<file path="config.mk">
export PLATFORM = sky130hd
export DESIGN_NAME = ef_adc8_sar
export DESIGN_NICKNAME = d
export VERILOG_FILES = /design/src/rtl/ef_adc8_sar.sv
export SDC_FILE = /design/constraint.sdc
export NUM_CORES = 1
export LEC_CHECK = 0
export BUFFER_PORTS_ARGS = -buffer_cell sky130_fd_sc_hd__buf_4
export CAP_MARGIN = 40
export CORE_UTILIZATION = 57
export DETAILED_ROUTE_END_ITERATION = 12
export GPL_ROUTABILITY_DRIVEN = 0
export HOLD_SLACK_MARGIN = 0.12
export PLACE_DENSITY_LB_ADDON = 0.05
export SETUP_SLACK_MARGIN = 0.3
export SLEW_MARGIN = 15
export SYNTH_ARGS = -nofsm -noshare
export SYNTH_HDL_FRONTEND = slang
export SYNTH_SLANG_ARGS = --single-unit
</file>
<file path="constraint.sdc">
create_clock -name UserCLK -period 2.45 [get_ports UserCLK]
set_input_delay 0.49 -clock UserCLK [delete_from_list [all_inputs] [get_ports UserCLK]]
set_output_delay 0.49 -clock UserCLK [all_outputs]
set_load 0.01 [all_outputs]
</file>
<file path="src/rtl/ef_adc8_sar.sv">
// ef_adc8_sar: 8-bit successive-approximation ADC controller.
// Drives an external DAC code and sample/hold switch, reads an external
// comparator, and binary-searches the input over 8 bit decisions.
// Timeline from the START edge: one entry cycle plus SAMPLE_CYCLES track
// cycles, then 8 bit trials of T = CFG+1 cycles each, then one VALID cycle.
module ef_adc8_sar #(
    parameter int NoConfigBits  = 2,
    parameter int SAMPLE_CYCLES = 4
) (
    input  logic                    UserCLK,
    input  logic                    RESET,
    input  logic                    START,
    output logic [7:0]              DATA,
    output logic                    VALID,
    output logic                    BUSY,
    output logic [7:0]              DAC_top,
    output logic                    HOLD_top,
    input  logic                    CMP_top,
    input  logic [NoConfigBits-1:0] ConfigBits
);

    typedef enum logic [1:0] {
        ST_IDLE,
        ST_SAMPLE,
        ST_CONVERT
    } state_t;

    localparam logic [3:0] SAMPLE_LAST = 4'(SAMPLE_CYCLES);

    state_t     r_state, w_state_next;
    logic [3:0] r_cnt, w_cnt_next;          // track-phase counter
    logic [1:0] r_settle, w_settle_next;    // cycles spent on current trial
    logic [1:0] r_cfg, w_cfg_next;          // settle setting frozen for this conversion
    logic [2:0] r_bit, w_bit_next;          // bit under test
    logic [7:0] r_trial, w_trial_next;      // code presented to the DAC
    logic [7:0] r_data, w_data_next;
    logic       r_valid, w_valid_next;
    logic       r_busy, w_busy_next;
    logic       r_hold, w_hold_next;

    logic [2:0] w_bit_dn;
    logic [7:0] w_decided;                  // trial with the current bit resolved by the comparator
    logic [7:0] w_trial_step;               // resolved code with the next lower bit set as the new trial

    assign w_bit_dn = r_bit - 3'd1;

    genvar gi;
    generate
        for (gi = 0; gi < 8; gi++) begin : g_bit
            assign w_decided[gi]    = (r_bit == 3'(gi)) ? CMP_top : r_trial[gi];
            assign w_trial_step[gi] = (w_bit_dn == 3'(gi)) ? 1'b1 : w_decided[gi];
        end
    endgenerate

    // State and output registers; reset aborts any conversion immediately.
    always_ff @(posedge UserCLK or posedge RESET) begin
        if (RESET) begin
            r_state  <= ST_IDLE;
            r_cnt    <= 4'd0;
            r_settle <= 2'd0;
            r_cfg    <= 2'd0;
            r_bit    <= 3'd0;
            r_trial  <= 8'h00;
            r_data   <= 8'h00;
            r_valid  <= 1'b0;
            r_busy   <= 1'b0;
            r_hold   <= 1'b0;
        end else begin
            r_state  <= w_state_next;
            r_cnt    <= w_cnt_next;
            r_settle <= w_settle_next;
            r_cfg    <= w_cfg_next;
            r_bit    <= w_bit_next;
            r_trial  <= w_trial_next;
            r_data   <= w_data_next;
            r_valid  <= w_valid_next;
            r_busy   <= w_busy_next;
            r_hold   <= w_hold_next;
        end
    end

    // Next-state and next-output logic for the IDLE/SAMPLE/CONVERT sequence.
    always_comb begin
        w_state_next  = r_state;
        w_cnt_next    = r_cnt;
        w_settle_next = r_settle;
        w_cfg_next    = r_cfg;
        w_bit_next    = r_bit;
        w_trial_next  = r_trial;
        w_data_next   = r_data;
        w_valid_next  = 1'b0;
        w_busy_next   = r_busy;
        w_hold_next   = r_hold;

        case (r_state)
            ST_IDLE: begin
                if (START) begin
                    w_state_next = ST_SAMPLE;
                    w_busy_next  = 1'b1;
                    w_hold_next  = 1'b0;
                    w_trial_next = 8'h00;
                    w_cnt_next   = 4'd0;
                end
            end
            ST_SAMPLE: begin
                if (r_cnt == SAMPLE_LAST) begin
                    // Track window over: hold the input and present the MSB trial.
                    w_state_next  = ST_CONVERT;
                    w_hold_next   = 1'b1;
                    w_bit_next    = 3'd7;
                    w_trial_next  = 8'h80;
                    w_cfg_next    = ConfigBits[1:0];
                    w_settle_next = 2'd0;
                    w_cnt_next    = 4'd0;
                end else begin
                    w_cnt_next = r_cnt + 4'd1;
                end
            end
            ST_CONVERT: begin
                if (r_settle == r_cfg) begin
                    if (r_bit == 3'd0) begin
                        // Last decision: publish the result and release the hold.
                        w_state_next = ST_IDLE;
                        w_trial_next = w_decided;
                        w_data_next  = w_decided;
                        w_valid_next = 1'b1;
                        w_busy_next  = 1'b0;
                        w_hold_next  = 1'b0;
                    end else begin
                        w_trial_next = w_trial_step;
                        w_bit_next   = w_bit_dn;
                    end
                    w_settle_next = 2'd0;
                end else begin
                    w_settle_next = r_settle + 2'd1;
                end
            end
            default: begin
                w_state_next = ST_IDLE;
            end
        endcase
    end

    assign DATA     = r_data;
    assign VALID    = r_valid;
    assign BUSY     = r_busy;
    assign DAC_top  = r_trial;
    assign HOLD_top = r_hold;

endmodule
</file>
==> run_results.csv <==
group,metric,value,unit
run_status,status,"complete, no violations",
critical_path,crit_end,"DATA[2]",
logic_synthesis,yosysMostFrequentCell,"dfrtp_1",
logic_synthesis,syn_nets,222,
sta,timing.setup.tns,0,ns
floorplanning,io_pins,25,
power,p_per_area,1166,mW/mm^2
sta,finalClockSkew,0.01283,ns
critical_path,worstSetupStartpointType,"flop",
floorplanning,die_x,60.91,um
logic_synthesis,ys_ff_latch,32,
floorplanning,dieArea,0.003710,mm^2
sta,min_period_over_period,80.32,%
worst_hold_path,hp-class,"input pin to asynchronous set/reset pin",
finish,final-seq-area,800.8,um^2
finish,num-fill-cells,266,
global_routing,antenna_found_initial,0,
logic_synthesis,syn_inst,203,
logic_synthesis,ys_top_cells_by_count,"dfrtp_1 (32), nand2_1 (23), nor2_1 (21)",
power,ir_drop,0.6916,mV
clock_tree,cts.path.max_buffers,2,
clock_tree,cts_resized,0,
floorplanning,rows,21,
floorplanning,core-area,0.003337,mm^2
logic_synthesis,ys_warn_count,0,
detailed_routing,post_drt_wl_per_cell,14.59,um
detailed_routing,dr.pass1.iters,4,
finish,multi_input_area,0.001084,mm^2
global_routing,grt_pass1_vias,1464,
critical_path,regToRegSetupSlack,0.48,ns
clock_tree,htree_levels,2,
detailed_routing,vias_per_cell,5.695,
floorplanning,start_util,59.28,%
critical_path,cp.depth,7,
clock_tree,cts.clk_slew.worst_paths,0.11,ns
place,portBuffers,24,
critical_path,cp_max_fo,15,
critical_path,crit_arrival,2.24,ns
logic_synthesis,ys_top_cells_by_area,"dfrtp_1 (40%), ha_1 (8.2%), mux2i_1 (4.6%)",
critical_path,r2r_end,"DATA[2]",
clock_tree,postCtsSetupBuffers,0,
detailed_routing,vias,1549,
global_routing,gr-total-overflow,0,
logic_synthesis,synth_top_cell_area_share,40.48,%
place,dp_hpwl,2859,um
critical_path,critPathMaxStageDelay,0.43,ns
global_routing,grt_use_total,24.48,%
global_routing,grt_max_degree,33,
critical_path,crit_family,"buffers and inverters",
finish,area_growth,13.41,%
logic_synthesis,async_flop_share,100.0,%
sta,rsz0062_at_grt,"false",
critical_path,r2r_start,"r_state[0]",
detailed_routing,drc_errors,0,
detailed_routing,drt_iter0_markers,76,
global_routing,grt_pass1_wl,6658,um
critical_path,end_kind,"flop",
logic_synthesis,netlist_area,0.001978,mm^2
critical_path,path_buf_inv,3,
detailed_routing,ant_nets,0,
sta,timing.hold.ws,0.2272,ns
logic_synthesis,synth-edff-count,0,
clock_tree,clock_latency,0.34,ns
clock_tree,clk_root_buffer_cell,"clkbuf_4",
logic_synthesis,yosys.area.top_type,"dfrtp_1",
clock_tree,cts_tree,"done",
critical_path,cp.required,2.72,ns
job,maxCapViolations,0,
critical_path,worst_path_max_delay_cell,"dfrtp_1",
sta,finalWorstSetupSlack,0.4822,ns
logic_synthesis,synthFlopType,"dfrtp_1",
clock_tree,ctsHoldBuffers,0,
finish,final_nets,244,
finish,postLayoutCoreUtil,67.23,%
clock_tree,cts_made_buffers,5,
detailed_routing,routed_wl,3968,um
sta,final-setup-viol-count,0,
sta,period_needed,1.968,ns
floorplanning,die_h,60.91,um
finish,instances_no_fill,272,
clock_tree,cts.sinks,32,
critical_path,crit_type,"flop to flop",
logic_synthesis,synth.distinct_cells,45,
logic_synthesis,synth_seq_area_share,40.48,%
critical_path,crit_path_start,"r_state[0]",
logic_synthesis,avgSynthCellArea,9.745,um^2
power,p_leak,1.040,nW
sta,hold_violations,0,
finish,drive_gt1_share,25.22,%
sta,slew_viol_final,0,
critical_path,path_cells,"inv_1, ha_2, inv_2, nor4_4, buf_4, nor2_1, a21oi_1",
sta,relSlewSlack,71.38,%
sta,worst_pin_slew,0.4248,ns
place,dp.cells,264,
sta,max_freq,508.2,MHz
critical_path,worstRegToRegCells,7,
finish,antenna_cells,0,
place,place_ws,0.3122,ns
[cell type report]
cell class	count	share of cell area (%)
repair buffers	27	9.035
multi-input cells	149	48.30
flip-flops and latches	32	35.69
well taps	46	2.566
inverters	10	1.673
clock buffers	6	2.287
clock inverters	2	0.4462
[worst min path at each step]
stage	startpoint	to	slack, ns	depth (start not counted)
floorplan	r_cnt[2]	r_cnt[2]	0.49	1
detailed placement	BUSY	BUSY	0.49	1
global route	RESET	r_cnt[2]	0.25	3
finish	RESET	r_cnt[2]	0.23	3
global placement	BUSY	BUSY	0.48	1
CTS	RESET	r_bit[0]	0.23	3
[kinds of logic after synthesis]
| family | Yosys count | share of synthesized area, % |
|---|---|---|
| AOI/OAI and AO/OA | 50 | 18.22 |
| xor gates and xnor gates | 2 | 1.265 |
| adders and majority gates | 13 | 8.223 |
| DFF | 32 | 40.48 |
| buffers and inverters | 22 | 5.376 |
| muxes | 16 | 9.108 |
| and+or+nand+nor | 68 | 17.33 |
[where the power goes]
group	switching [mW]	total [mW]	internal, mW
Combinational	0.776	1.42	0.643
Sequential	0.172	0.875	0.703
Clock	0.184	0.321	0.136
[metal layers]
metal | up-vias | track usage [%] | part of all wire, %
met2 | 40 | 43.17 | 53
met3 | 6 | 5.757 | 3.5
met4 | 0 | 6.494 | 1.2
met5 | - | 0 | 0
li1 | 760 | - | -
met1 | 743 | 29.93 | 42
[registers in the layout (all words and copies together), names as in the netlist]
name and cells:
r_settle 2, BUSY 1, r_bit 3, r_cfg 2, DATA 8, r_state 2
VALID 1, r_cnt 4, HOLD_top 1, DAC_top 8
[through the flow]
| stage | total power [mW] | cell area, um^2 |
|---|---|---|
| final | 2.616 | 2243 |
| after global routing | 2.848 | 2243 |
| after CTS | 2.629 | 2231 |
| after detailed placement | 2.289 | 2170 |
| after global placement | 2.247 | 2170 |
| after floorplan | 1.948 | 1978 |
[worst register-to-register path, stage by stage, from the launching register on]
cell	delay, ns
dfrtp_1	0.43
inv_1	0.13
ha_2	0.37
inv_2	0.12
nor4_4	0.37
buf_4	0.27
nor2_1	0.09
a21oi_1	0.13
[cell usage in the layout, fill, tap and decap left out, types with 5 or more instances in the layout]
master	synthesis	layout
dfrtp_1	32	32
nor2_1	21	21
o21ai_0	10	10
a21oi_1	11	11
o22a_1	6	6
mux2i_1	9	9
ha_1	13	12
clkbuf_4	0	5
inv_1	9	9
buf_4	1	27
nand2_1	23	23
(Power assumes the default switching activity.)
